## config.mk

```make
export PLATFORM = sky130hd
export DESIGN_NAME = spi_frame_shifter_flat
export DESIGN_NICKNAME = d
export VERILOG_FILES = /design/src/rtl/spi_defs.sv /design/src/rtl/spi_frame_shifter_if.sv /design/src/rtl/sclk_edge_detect.sv /design/src/rtl/spi_frame_shifter.sv /design/src/flat_wrapper.sv
export SDC_FILE = /design/constraint.sdc
export NUM_CORES = 1
export LEC_CHECK = 0
export CELL_PAD_IN_SITES_DETAIL_PLACEMENT = 0
export CELL_PAD_IN_SITES_GLOBAL_PLACEMENT = 2
export CORE_UTILIZATION = 40
export CTS_CLUSTER_SIZE = 14
export DETAILED_ROUTE_END_ITERATION = 8
export GPL_TIMING_DRIVEN = 0
export PLACE_DENSITY_LB_ADDON = 0.1
export SYNTH_ARGS = -nofsm -noshare
export SYNTH_HDL_FRONTEND = slang
export SYNTH_SLANG_ARGS = --single-unit
```

## constraint.sdc

```tcl
create_clock -name input_clock -period 5.4 [get_ports input_clock]
set_input_delay 0.81 -clock input_clock [delete_from_list [all_inputs] [get_ports input_clock]]
set_output_delay 0.81 -clock input_clock [all_outputs]
set_load 0.01 [all_outputs]
```

## src/rtl/spi_defs.sv

```systemverilog
// Shared SPI definitions: FSM state encodings and default timing constants
// used by the frame shifter, the SCLK generator and the ADC controller.
package spi_defs;

    localparam int DEF_FRAME_BITS      = 32;
    localparam int DEF_CS_SETUP_CYCLES = 4;
    localparam int DEF_CS_HOLD_CYCLES  = 4;
    localparam int DEF_TIMEOUT_CYCLES  = 4096;

    localparam logic [2:0] ST_IDLE     = 3'd0;
    localparam logic [2:0] ST_CS_SETUP = 3'd1;
    localparam logic [2:0] ST_SHIFT    = 3'd2;
    localparam logic [2:0] ST_CS_HOLD  = 3'd3;
    localparam logic [2:0] ST_DONE     = 3'd4;

    function automatic int max2(input int a, input int b);
        return (a > b) ? a : b;
    endfunction

endpackage

```

## src/rtl/spi_frame_shifter_if.sv

```systemverilog
// Bus between a frame requester / SCLK generator / ADC and the frame shifter.
// start is a level request honoured only while idle; rx_valid and timeout are
// single-cycle pulses with no backpressure; dbg_state mirrors the FSM.
interface spi_frame_shifter_if
    import spi_defs::*;
#(
    parameter int FRAME_BITS = DEF_FRAME_BITS
);
    logic                  start;
    logic [FRAME_BITS-1:0] tx_word;
    logic                  busy;
    logic                  sclk_enable;
    logic                  spi_sclk;
    logic                  spi_cs_n;
    logic                  spi_mosi;
    logic                  spi_miso;
    logic [FRAME_BITS-1:0] rx_word;
    logic                  rx_valid;
    logic                  timeout;
    logic [2:0]            dbg_state;

    modport slave (
        input  start, tx_word, spi_sclk, spi_miso,
        output busy, sclk_enable, spi_cs_n, spi_mosi, rx_word, rx_valid, timeout, dbg_state
    );

    modport master (
        output start, tx_word, spi_sclk, spi_miso,
        input  busy, sclk_enable, spi_cs_n, spi_mosi, rx_word, rx_valid, timeout, dbg_state
    );
endinterface

```

## src/rtl/sclk_edge_detect.sv

```systemverilog
// Detects SCLK edges by comparing spi_sclk with its value one input_clock earlier.
module sclk_edge_detect (
    input  logic input_clock,
    input  logic reset_n,
    input  logic spi_sclk,
    output logic rise,
    output logic fall
);
    logic r_sclk_d;

    always_ff @(posedge input_clock or negedge reset_n) begin
        if (!reset_n) r_sclk_d <= 1'b0;
        else          r_sclk_d <= spi_sclk;
    end

    assign rise = spi_sclk & ~r_sclk_d;
    assign fall = ~spi_sclk & r_sclk_d;
endmodule

```

## src/rtl/spi_frame_shifter.sv

```systemverilog
// SPI mode-1 frame shifter: CS setup, MSB-first shift on an external SCLK,
// CS hold, then a one-cycle rx_valid; aborts if SCLK stalls too long.
module spi_frame_shifter
    import spi_defs::*;
#(
    parameter int FRAME_BITS      = DEF_FRAME_BITS,
    parameter int CS_SETUP_CYCLES = DEF_CS_SETUP_CYCLES,
    parameter int CS_HOLD_CYCLES  = DEF_CS_HOLD_CYCLES,
    parameter int TIMEOUT_CYCLES  = DEF_TIMEOUT_CYCLES
) (
    input logic                 input_clock,
    input logic                 reset_n,
    spi_frame_shifter_if.slave  bus
);
    localparam int FCNT_W = $clog2(FRAME_BITS + 1);
    localparam int PH_W   = $clog2(max2(CS_SETUP_CYCLES, CS_HOLD_CYCLES) + 1);
    localparam int TO_W   = $clog2(TIMEOUT_CYCLES + 1);

    localparam logic [FCNT_W-1:0] FCNT_LAST  = FCNT_W'(FRAME_BITS - 1);
    localparam logic [PH_W-1:0]   SETUP_LAST = PH_W'(CS_SETUP_CYCLES - 1);
    localparam logic [PH_W-1:0]   HOLD_LAST  = PH_W'(CS_HOLD_CYCLES - 1);
    localparam logic [TO_W-1:0]   TO_LAST    = TO_W'(TIMEOUT_CYCLES - 1);

    logic [2:0]            r_state;
    logic [FRAME_BITS-1:0] r_tx_shift;
    logic [FRAME_BITS-1:0] r_rx_shift;
    logic [FRAME_BITS-1:0] r_rx_word;
    logic                  r_mosi;
    logic                  r_timeout;
    logic                  r_tail;
    logic [FCNT_W-1:0]     r_fcnt;
    logic [PH_W-1:0]       r_ph_cnt;
    logic [TO_W-1:0]       r_to_cnt;
    logic                  w_rise;
    logic                  w_fall;

    sclk_edge_detect u_edge (
        .input_clock (input_clock),
        .reset_n     (reset_n),
        .spi_sclk    (bus.spi_sclk),
        .rise        (w_rise),
        .fall        (w_fall)
    );

    always_ff @(posedge input_clock or negedge reset_n) begin
        if (!reset_n) begin
            r_state    <= ST_IDLE;
            r_tx_shift <= '0;
            r_rx_shift <= '0;
            r_rx_word  <= '0;
            r_mosi     <= 1'b0;
            r_timeout  <= 1'b0;
            r_tail     <= 1'b0;
            r_fcnt     <= '0;
            r_ph_cnt   <= '0;
            r_to_cnt   <= '0;
        end else begin
            r_timeout <= 1'b0;
            case (r_state)
                ST_IDLE: begin
                    if (bus.start) begin
                        r_tx_shift <= bus.tx_word;
                        r_rx_shift <= '0;
                        r_mosi     <= 1'b0;
                        r_tail     <= 1'b0;
                        r_fcnt     <= '0;
                        r_ph_cnt   <= '0;
                        r_to_cnt   <= '0;
                        r_state    <= ST_CS_SETUP;
                    end
                end
                ST_CS_SETUP: begin
                    if (r_ph_cnt == SETUP_LAST) begin
                        r_ph_cnt <= '0;
                        r_state  <= ST_SHIFT;
                    end else begin
                        r_ph_cnt <= r_ph_cnt + PH_W'(1);
                    end
                end
                ST_SHIFT: begin
                    // r_tail is the single cycle with SCLK disabled before CS hold starts
                    if (r_tail) begin
                        r_tail  <= 1'b0;
                        r_mosi  <= 1'b0;
                        r_state <= ST_CS_HOLD;
                    end else if (r_to_cnt == TO_LAST) begin
                        r_mosi    <= 1'b0;
                        r_timeout <= 1'b1;
                        r_state   <= ST_IDLE;
                    end else begin
                        r_to_cnt <= r_to_cnt + TO_W'(1);
                        if (w_fall) begin
                            r_rx_shift <= {r_rx_shift[FRAME_BITS-2:0], bus.spi_miso};
                            r_fcnt     <= r_fcnt + FCNT_W'(1);
                            if (r_fcnt == FCNT_LAST) r_tail <= 1'b1;
                        end else if (w_rise) begin
                            r_mosi     <= r_tx_shift[FRAME_BITS-1];
                            r_tx_shift <= {r_tx_shift[FRAME_BITS-2:0], 1'b0};
                        end
                    end
                end
                ST_CS_HOLD: begin
                    if (r_ph_cnt == HOLD_LAST) begin
                        r_rx_word <= r_rx_shift;
                        r_state   <= ST_DONE;
                    end else begin
                        r_ph_cnt <= r_ph_cnt + PH_W'(1);
                    end
                end
                ST_DONE:  r_state <= ST_IDLE;
                default:  r_state <= ST_IDLE;
            endcase
        end
    end

    assign bus.busy        = (r_state != ST_IDLE);
    assign bus.sclk_enable = (r_state == ST_SHIFT) && !r_tail;
    assign bus.spi_cs_n    = !((r_state == ST_CS_SETUP) || (r_state == ST_SHIFT) ||
                               (r_state == ST_CS_HOLD));
    assign bus.spi_mosi    = r_mosi;
    assign bus.rx_word     = r_rx_word;
    assign bus.rx_valid    = (r_state == ST_DONE);
    assign bus.timeout     = r_timeout;
    assign bus.dbg_state   = r_state;
endmodule

```

## src/flat_wrapper.sv

```systemverilog
// flat-port wrapper written by rule: the top's interface ports become plain ports
module spi_frame_shifter_flat import spi_defs::*;
#(
    parameter int FRAME_BITS      = DEF_FRAME_BITS,
    parameter int CS_SETUP_CYCLES = DEF_CS_SETUP_CYCLES,
    parameter int CS_HOLD_CYCLES  = DEF_CS_HOLD_CYCLES,
    parameter int TIMEOUT_CYCLES  = DEF_TIMEOUT_CYCLES
)
  (input_clock, reset_n, bus_start, bus_tx_word, bus_spi_sclk, bus_spi_miso, bus_busy, bus_sclk_enable, bus_spi_cs_n, bus_spi_mosi, bus_rx_word, bus_rx_valid, bus_timeout, bus_dbg_state);
  spi_frame_shifter_if #(.FRAME_BITS(FRAME_BITS)) bus_i ();
  input logic input_clock;
  input logic reset_n;
  input wire logic [$bits(bus_i.start)-1:0] bus_start;
  input wire logic [$bits(bus_i.tx_word)-1:0] bus_tx_word;
  input wire logic [$bits(bus_i.spi_sclk)-1:0] bus_spi_sclk;
  input wire logic [$bits(bus_i.spi_miso)-1:0] bus_spi_miso;
  output wire logic [$bits(bus_i.busy)-1:0] bus_busy;
  output wire logic [$bits(bus_i.sclk_enable)-1:0] bus_sclk_enable;
  output wire logic [$bits(bus_i.spi_cs_n)-1:0] bus_spi_cs_n;
  output wire logic [$bits(bus_i.spi_mosi)-1:0] bus_spi_mosi;
  output wire logic [$bits(bus_i.rx_word)-1:0] bus_rx_word;
  output wire logic [$bits(bus_i.rx_valid)-1:0] bus_rx_valid;
  output wire logic [$bits(bus_i.timeout)-1:0] bus_timeout;
  output wire logic [$bits(bus_i.dbg_state)-1:0] bus_dbg_state;
  assign bus_i.start = bus_start;
  assign bus_i.tx_word = bus_tx_word;
  assign bus_i.spi_sclk = bus_spi_sclk;
  assign bus_i.spi_miso = bus_spi_miso;
  assign bus_busy = bus_i.busy;
  assign bus_sclk_enable = bus_i.sclk_enable;
  assign bus_spi_cs_n = bus_i.spi_cs_n;
  assign bus_spi_mosi = bus_i.spi_mosi;
  assign bus_rx_word = bus_i.rx_word;
  assign bus_rx_valid = bus_i.rx_valid;
  assign bus_timeout = bus_i.timeout;
  assign bus_dbg_state = bus_i.dbg_state;
  spi_frame_shifter #(.FRAME_BITS(FRAME_BITS), .CS_SETUP_CYCLES(CS_SETUP_CYCLES), .CS_HOLD_CYCLES(CS_HOLD_CYCLES), .TIMEOUT_CYCLES(TIMEOUT_CYCLES)) u_core (.input_clock(input_clock), .reset_n(reset_n), .bus(bus_i));
endmodule
```

Word level (Yosys, flattened, before mapping)
Cells that the tools add are included.

Register bits after elaboration: 125. Memories: 0. Logic and storage cells: 98. RAM bits: 0. Output and inout bits: 41. Bits of input ports: 37. Latch bits: 0. Bits in read-only memories: 0.

Equality and inequality tests: 19. Div/mod/pow operators: 0. Multiply operators: 0. Add/subtract/negate cells: 3. Order comparisons: 0. Multiplexer cells: 44. Reduce and logical (&&, ||, !) cells: 17. Shift operators: 0. Bitwise operators: 4.

Operator list (count): 32-bit two-way mux (9); 32-bit case mux with 2 select lines (2); 13-bit two-way mux (3); 13-bit case mux with 2 select lines (1); 3-bit two-way mux (8); 6-bit two-way mux (4); 2-bit inequality test (second input constant) (7); 13-bit by 1-bit adder with 13-bit output (second input constant) (1); 13-bit by 12-bit equality test with 1-bit output (second input constant) (1); 1-bit two-way mux (12); 3-bit case mux with 4 select lines (1); 6-bit case mux with 2 select lines (1); 4-bit AND reduction (3); 3-bit by 2-bit equality test with 1-bit output (second input constant) (3); 3-bit case mux with 3 select lines (1); 4-bit by 2-bit inequality test with 1-bit output (second input constant) (2); 6-bit by 1-bit adder with 6-bit output (second input constant) (1); 6-bit by 5-bit equality test with 1-bit output (second input constant) (1); 6-bit AND reduction (1); 3-bit nonzero test (2); 5-bit AND reduction (1); 2-bit by 1-bit inequality test with 1-bit output (second input constant) (2); 1-bit case mux with 2 select lines (2); 2-bit AND reduction (2); other kinds (12) (16).

Logic depth before layout (Yosys ltp)
Gate-level depths: netlist (run 1).

Word-level depth: 7. Gate-level depth with buffers: 7. Depth with buffers taken out: 7.

Modules after synthesis
A second synthesis (run 1) with hierarchy kept.

Cell total of the unflattened synthesis: 473. Area total of the unflattened synthesis: 5876.9 sq um.

By module, submodules not included: spi_frame_shifter (area each 5836.8 sq um, sequential area each 3103.0 sq um, instances 1, cells each 470); sclk_edge_detect (area each 40.0 sq um, sequential area each 25.0 sq um, instances 1, cells each 3).

Worst setup path after synthesis (run 1)
Ideal clock, no wire load.

Path kind: input-to-output. From: in u_core.bus.dbg_state[2]. To: out bus_sclk_enable. Path slack: 3.210 ns. Stages on the path: 5. Path buffers: 2. Data arrival time: 1.380 ns. Data required time: 4.590 ns. Cells stage by stage: dfrtp_1 -> buf_6 -> or4b_4 -> clkinv_2 -> buf_2.

Word-level cells in the longest chain between the ends: 2.

RTL lines: start: declaration (line spi_frame_shifter_if.sv:24) `output busy, sclk_enable, spi_cs_n, spi_mosi, rx_word, rx_valid, timeout, dbg_state`; 3-bit by 2-bit equality test with 1-bit output (line spi_frame_shifter.sv:117) `assign bus.sclk_enable = (r_state == ST_SHIFT) && !r_tail;`; 1-bit logical AND (line spi_frame_shifter.sv:117); end: declaration (line flat_wrapper.sv:18) `output wire logic [$bits(bus_i.sclk_enable)-1:0] bus_sclk_enable;`.

Every way passes these cells.

Final worst setup path (run 1)
Same ends and word-level chain as after synthesis.

==> flow_summary.toml, run 1 <==
[run_status]
status = "finished, violations left"
violations = "DRC"

[logic_synthesis]
synth_area_leaders = "dfrtp_1, mux2_2, mux2_4"
synth_top_area_share_pct = 51.76
synth-seq-cells = 125
syn_area_um2 = 6043
yosysMostFrequentCell = "dfrtp_1"
synth_common_cells = "dfrtp_1, nand2_1, mux2_2"
synthFlopType = "dfrtp_1"
synthDistinctLibCells = 55
yosysSeqAreaShare_pct = 51.76
syn_area_per_cell_um2 = 12.18
synth_edf_count = 0
synth_area_leader_cell = "dfrtp_1"
synth_fp_nets = 538
yosys_warnings = 0
syn_inst = 496
async_flop_share_pct = 100.0

[floorplanning]
pin_count = 78
initial_core_util_pct = 41.27
row_count = 44
core_area_um2 = 14640
die_y_um = 124.9
die_w_um = 124.9
die_area_um2 = 15600

[setup_path]
crit_path_end_kind = "primary output"
cp.arrival_ns = 2.47
start_kind = "register"
path_class = "reg2out"
required_ns = 4.59
worstPathMaxFanout = 10

[sta]
hold_slack_ns = 0.3765
worst_pin_slew_ns = 0.6876
post-route-period-util_pct = 60.67
grt_setup_unrepaired = "no"
maxSlewViolCount = 0
setup_viol = 0
max_freq_mhz = 305.2
fin_crit_ns = 3.276
finClkSkew_ns = 0.006553
final-hold-violation-count = 0
setup_total_negative_slack_ns = 0
setup_ws_ns = 2.124
slew_headroom_pct = 53.81

[global_routing]
grt_overflow = 0
gr-usage-all-layers_pct = 17.71
grt_antenna_before_repair = 0
grt_pass1_vias = 4276
grt_max_degree = 65
grt_pass1_wl_um = 21600

[route]
highest_layer = "met4"
wl_met3_um = 613
first_pass_iters = 6
drt_iter0_markers = 143
finalWirelength_um = 12780
vias = 4049
met1_length_um = 6002
wl_per_cell_um = 16.18
via_per_inst = 5.125
wl_met2_um = 6014
drc_errors = 9
drtAntennaViolNets = 0

[cts]
tritoncts = "yes"
cts.path.max_buffers = 2
path_clk_slew_ns = 0.06
numCtsBuffers = 17
clkSinkCount = 125
cts_root_buf = "clkbuf_16"
post_cts_buffers = 0
ctsResizeCount = 0
hold_buffers = 0
clock_latency_ns = 0.42
htreeDepth = 4

[cells_and_area]
area_growth_syn_to_layout_pct = 27.14
drive_above_1_share_pct = 26.90
multi_input_area_um2 = 2644
num-fill-cells = 1309
post-route-cell-area_um2 = 7684
final_cells = 790
postLayoutCoreUtil_pct = 52.47
area.sequential_um2 = 3128
n_antenna_cell = 0
nets = 635

[worst_hold_path]
hold_class = "in2async"

[place]
port_buffers = 77
post-dp-hpwl_um = 8611
post_dp_cell_area_um2 = 7073
place_ws_ns = 2.506
place.gp.congestion = 0.7546
dp.cells = 758

[power_and_ir_drop]
netSwitchingPower_mw = 1.010
pwr-share-seq_pct = 36.1
combPwrFrac_pct = 29.9
switching_share_pct = 29.31
clkPwrFrac_pct = 34.0
power_density_nw_per_um2 = 448.2
intPower_mw = 2.434
power_mw = 3.444
ir_worst_vdd_uv = 250.1
power.leakage_nw = 3.315

[job]
maxCapViolCount = 0
power groups by stage:
stage | registers (mW) | logic [mW] | clock network (mW)
after global placement | 1.25 | 1.02 | 0
after floorplan | 1.22 | 0.768 | 0
after CTS | 1.24 | 1.04 | 1.20
final | 1.24 | 1.03 | 1.17
after detailed placement | 1.25 | 1.04 | 0
after global routing | 1.27 | 1.12 | 1.25
metal layers:
| metal | global-route usage, % | up-vias |
|---|---|---|
| li1 | - | 1941 |
| met1 | 22.58 | 2022 |
| met2 | 27.66 | 73 |
| met3 | 5.842 | 13 |
| met4 | 7.532 | 0 |
| met5 | 0 | - |
flip-flops by register name (all words and copies together), names as in the netlist, 3 cells and up:
| signal | count |
|---|---|
| u_core.r_rx_shift | 32 |
| u_core.bus.rx_word | 32 |
| u_core.r_to_cnt | 13 |
| u_core.r_ph_cnt | 3 |
| u_core.r_tx_shift | 32 |
| u_core.r_fcnt | 6 |
| u_core.bus.dbg_state | 3 |
cells by family (layout without fill, tap and decap cells):
group | Yosys count | count (layout) | share of synthesized area (%)
DFF | 125 | 125 | 51.76
adders and majority gates | 5 | 5 | 1.035
buffers and inverters | 43 | 153 | 4.493
and+or+nand+nor | 147 | 147 | 12.07
muxes | 133 | 133 | 25.84
AOI/OAI and AO/OA | 43 | 43 | 4.804
worst max-delay path, stage by stage (launching register included):
cell and delay [ns]:
dfrtp_1 0.39, buf_6 0.14, or4b_4 0.55, clkinv_2 0.12, buf_2 0.26, clkdlybuf4s50_1 0.58
worst paths after layout:
| check | startpoint | endpoint | cells after the start | slack [ns] |
|---|---|---|---|---|
| worst max-delay path | u_core.bus.dbg_state[2] | bus_sclk_enable | 5 | 2.12 |
| worst min-delay path | reset_n | u_core.bus.rx_word[24] | 1 | 0.38 |
| worst max register to register | u_core.bus.dbg_state[0] | u_core.r_rx_shift[14] | 7 | 3.13 |
| worst min register to register | u_core.r_ph_cnt[0] | u_core.r_ph_cnt[0] | 1 | 0.48 |
| max in group asynchronous | reset_n | u_core.r_tx_shift[10] | 2 | 4.29 |
| min in group input_clock | u_core.r_ph_cnt[0] | u_core.r_ph_cnt[0] | 1 | 0.48 |
layout make-up:
class	count	area share [%]
repair buffers	78	10.41
plain buffers	30	2.882
clock inverters	11	1.824
inverters	13	0.6514
flip-flops and latches	125	40.71
clock buffers	21	6.123
multi-input cells	328	34.41
well taps	184	2.996
layout by cell type (no fill, tap or decap), types with 2 or more instances in the layout:
master | netlist | routed
dfrtp_1 | 125 | 125
nand2_1 | 83 | 83
clkdlybuf4s50_1 | 0 | 76
mux2_2 | 64 | 64
mux2i_1 | 39 | 39
mux2_4 | 30 | 30
clkbuf_16 | 0 | 17
nand3_1 | 16 | 16
buf_6 | 12 | 13
inv_1 | 12 | 12
clkbuf_1 | 10 | 11
nor2_1 | 10 | 10
a31oi_1 | 10 | 10
o21ai_0 | 8 | 8
a21oi_1 | 8 | 8
buf_2 | 7 | 7
nor3_1 | 6 | 6
clkinv_2 | 1 | 5
nand2b_1 | 5 | 5
ha_1 | 5 | 5
clkbuf_8 | 1 | 4
clkinvlp_4 | 0 | 4
nand4_1 | 3 | 3
o211ai_1 | 3 | 3
bufinv_16 | 0 | 3
o21bai_1 | 2 | 2
nor3b_1 | 2 | 2
and3_1 | 2 | 2
a31o_2 | 2 | 2
(Power assumes the default switching activity.)
==> run 2, diff against run 1 <==
Settings changed: CORE_UTILIZATION 40 to 37.
Clock period 5.4 ns to 3.2 ns, I/O delays scaled along.
==> run 2 against run 1 <==
Net effect: the flow now finishes without violations; utilization shrank 4.1 points; register-to-register slack lost 2.3 ns; sequential power grew 69%; sequential share of layout area shrank 0.15 points; die area grew 8.0%; critical path depth is the same; largest cell class unchanged; highest routed layer unchanged.
==> flow_summary.toml, run 2 (synthesis results as in run 1) <==
[cells_and_area]
n_antenna_cell = 0
postLayoutCoreUtil_pct = 48.37
area_growth_syn_to_layout_pct = 27.60
post-route-cell-area_um2 = 7711
num-fill-cells = 1471
drive_above_1_share_pct = 26.69
layout_common_cells = "dfrtp_1, nand2_1, clkdlybuf4s50_1, mux2_2, mux2i_1"
layout_commonest_cell = "dfrtp_1"
nets = 636

[worst_hold_path]
min_from = "u_core.r_ph_cnt[0]"
worstHoldPathCells = 1
holdPathEnd = "u_core.r_ph_cnt[0]"
hold_class = "reg2reg"

[sta]
fin_crit_ns = 2.998
finClkSkew_ns = 0.006411
maxSlewViolCount = 0
final-hold-violation-count = 0
setup_viol = 0
worst_pin_slew_ns = 0.6813
grt_setup_unrepaired = "no"
max_freq_mhz = 333.6
setup_total_negative_slack_ns = 0
post-route-period-util_pct = 93.68
slew_headroom_pct = 54.24
setup_ws_ns = 0.2023

[power_and_ir_drop]
power.leakage_nw = 3.307
ir_worst_vdd_uv = 414.6
power_density_nw_per_um2 = 746.6

[run_status]
status = "complete, no violations"

[route]
highest_layer = "met4"
met1_length_um = 6233
wl_met2_um = 6126
vias = 4071
via_per_inst = 4.947
drtAntennaViolNets = 0
drc_errors = 0
finalWirelength_um = 13230
wl_per_cell_um = 16.07
wl_met3_um = 656
first_pass_iters = 4
drt_iter0_markers = 211

[cts]
cts_root_buf = "clkbuf_16"
tritoncts = "yes"
clkSinkCount = 125
htreeDepth = 4
numCtsBuffers = 17
ctsResizeCount = 0
post_cts_buffers = 0
path_clk_slew_ns = 0.05
cts.path.max_buffers = 2
clock_latency_ns = 0.42

[floorplanning]
initial_core_util_pct = 37.91
die_w_um = 129.8
row_count = 46
pin_count = 78
die_area_um2 = 16850
die_y_um = 129.8
core_area_um2 = 15940

[global_routing]
grt_pass1_vias = 4169
grt_antenna_before_repair = 0
grt_max_degree = 95
grt_overflow = 0
grt_pass1_wl_um = 21540
gr-usage-all-layers_pct = 16.97

[place]
place.gp.congestion = 0.7955
post-dp-hpwl_um = 8900
post_dp_cell_area_um2 = 7113
port_buffers = 77
place_ws_ns = 0.6140

[setup_path]
rr_worst_depth = 7
start_kind = "register"
r2r_slack_ns = 0.88
crit_path_end_kind = "primary output"
cp.arrival_ns = 2.52
required_ns = 2.72
path_class = "reg2out"
worstPathMaxFanout = 10
rr_startpoint = "u_core.bus.dbg_state[0]"
r2r_end = "u_core.r_to_cnt[6]"

[job]
maxCapViolCount = 0
[run 2: worst max-delay path, stage by stage (launching register included)]
cell and delay [ns]:
dfrtp_1 0.42, buf_6 0.16, or4b_4 0.55, clkinv_2 0.12, buf_2 0.26, clkdlybuf4s50_1 0.59
[run 2: worst max path at each step]
stage	startpoint	end	slack, ns	cells after the start
after detailed placement	bus_start	u_core.r_to_cnt[6]	0.61	6
after floorplan	u_core.bus.dbg_state[2]	u_core.r_tx_shift[10]	1.18	7
after global routing	u_core.bus.dbg_state[2]	bus_sclk_enable	0.11	5
after CTS	u_core.bus.dbg_state[2]	bus_sclk_enable	0.16	5
after global placement	reset_n	u_core.r_tx_shift[26]	-3.47	1
final	u_core.bus.dbg_state[2]	bus_sclk_enable	0.20	5
[run 2: area by class of cell]
| cell class | instances | area [µm²] | share of cell area [%] |
|---|---|---|---|
| Sequential cell | 125 | 3128 | 40.56 |
| Multi-Input combinational cell | 328 | 2644 | 34.29 |
| Clock inverter | 10 | 113.9 | 1.477 |
| Buffer | 30 | 221.5 | 2.872 |
| Tap cell | 216 | 270.3 | 3.505 |
| Clock buffer | 22 | 474.2 | 6.150 |
| Timing Repair Buffer | 79 | 809.5 | 10.50 |
| Inverter | 13 | 50.05 | 0.6490 |
[run 2: per-stage QoR]
stage | hold WS [ns] | cells | total power [mW]
6_report | 0.4864 | 823 | 5.757
3_5_place_dp | 0.3866 | 790 | 3.882
5_1_grt | 0.5091 | 823 | 6.080
2_1_floorplan | 0.1844 | 496 | 3.362
3_3_place_gp | 0.4612 | 789 | 3.848
4_1_cts | 0.4885 | 823 | 5.837
[run 2: power breakdown]
part	leakage (nW)	total (mW)	switching, mW	internal [mW]
sequential	1.66	2.09	0.206	1.89
combinational	1.37	1.75	0.812	0.942
clock	0.278	1.91	0.705	1.20
[run 2: timing repair]
action	CTS	global route
hold buffers	1	0
setup endpoints to repair	0	0
endpoints found under the hold margin	31	0
[run 2: routing by layer]
layer  vias to the layer above  track usage, %
li1                       1939               -
met1                      2032           22.34
met2                        81           25.70
met3                        19           5.740
met4                         0           6.703
met5                         -               0
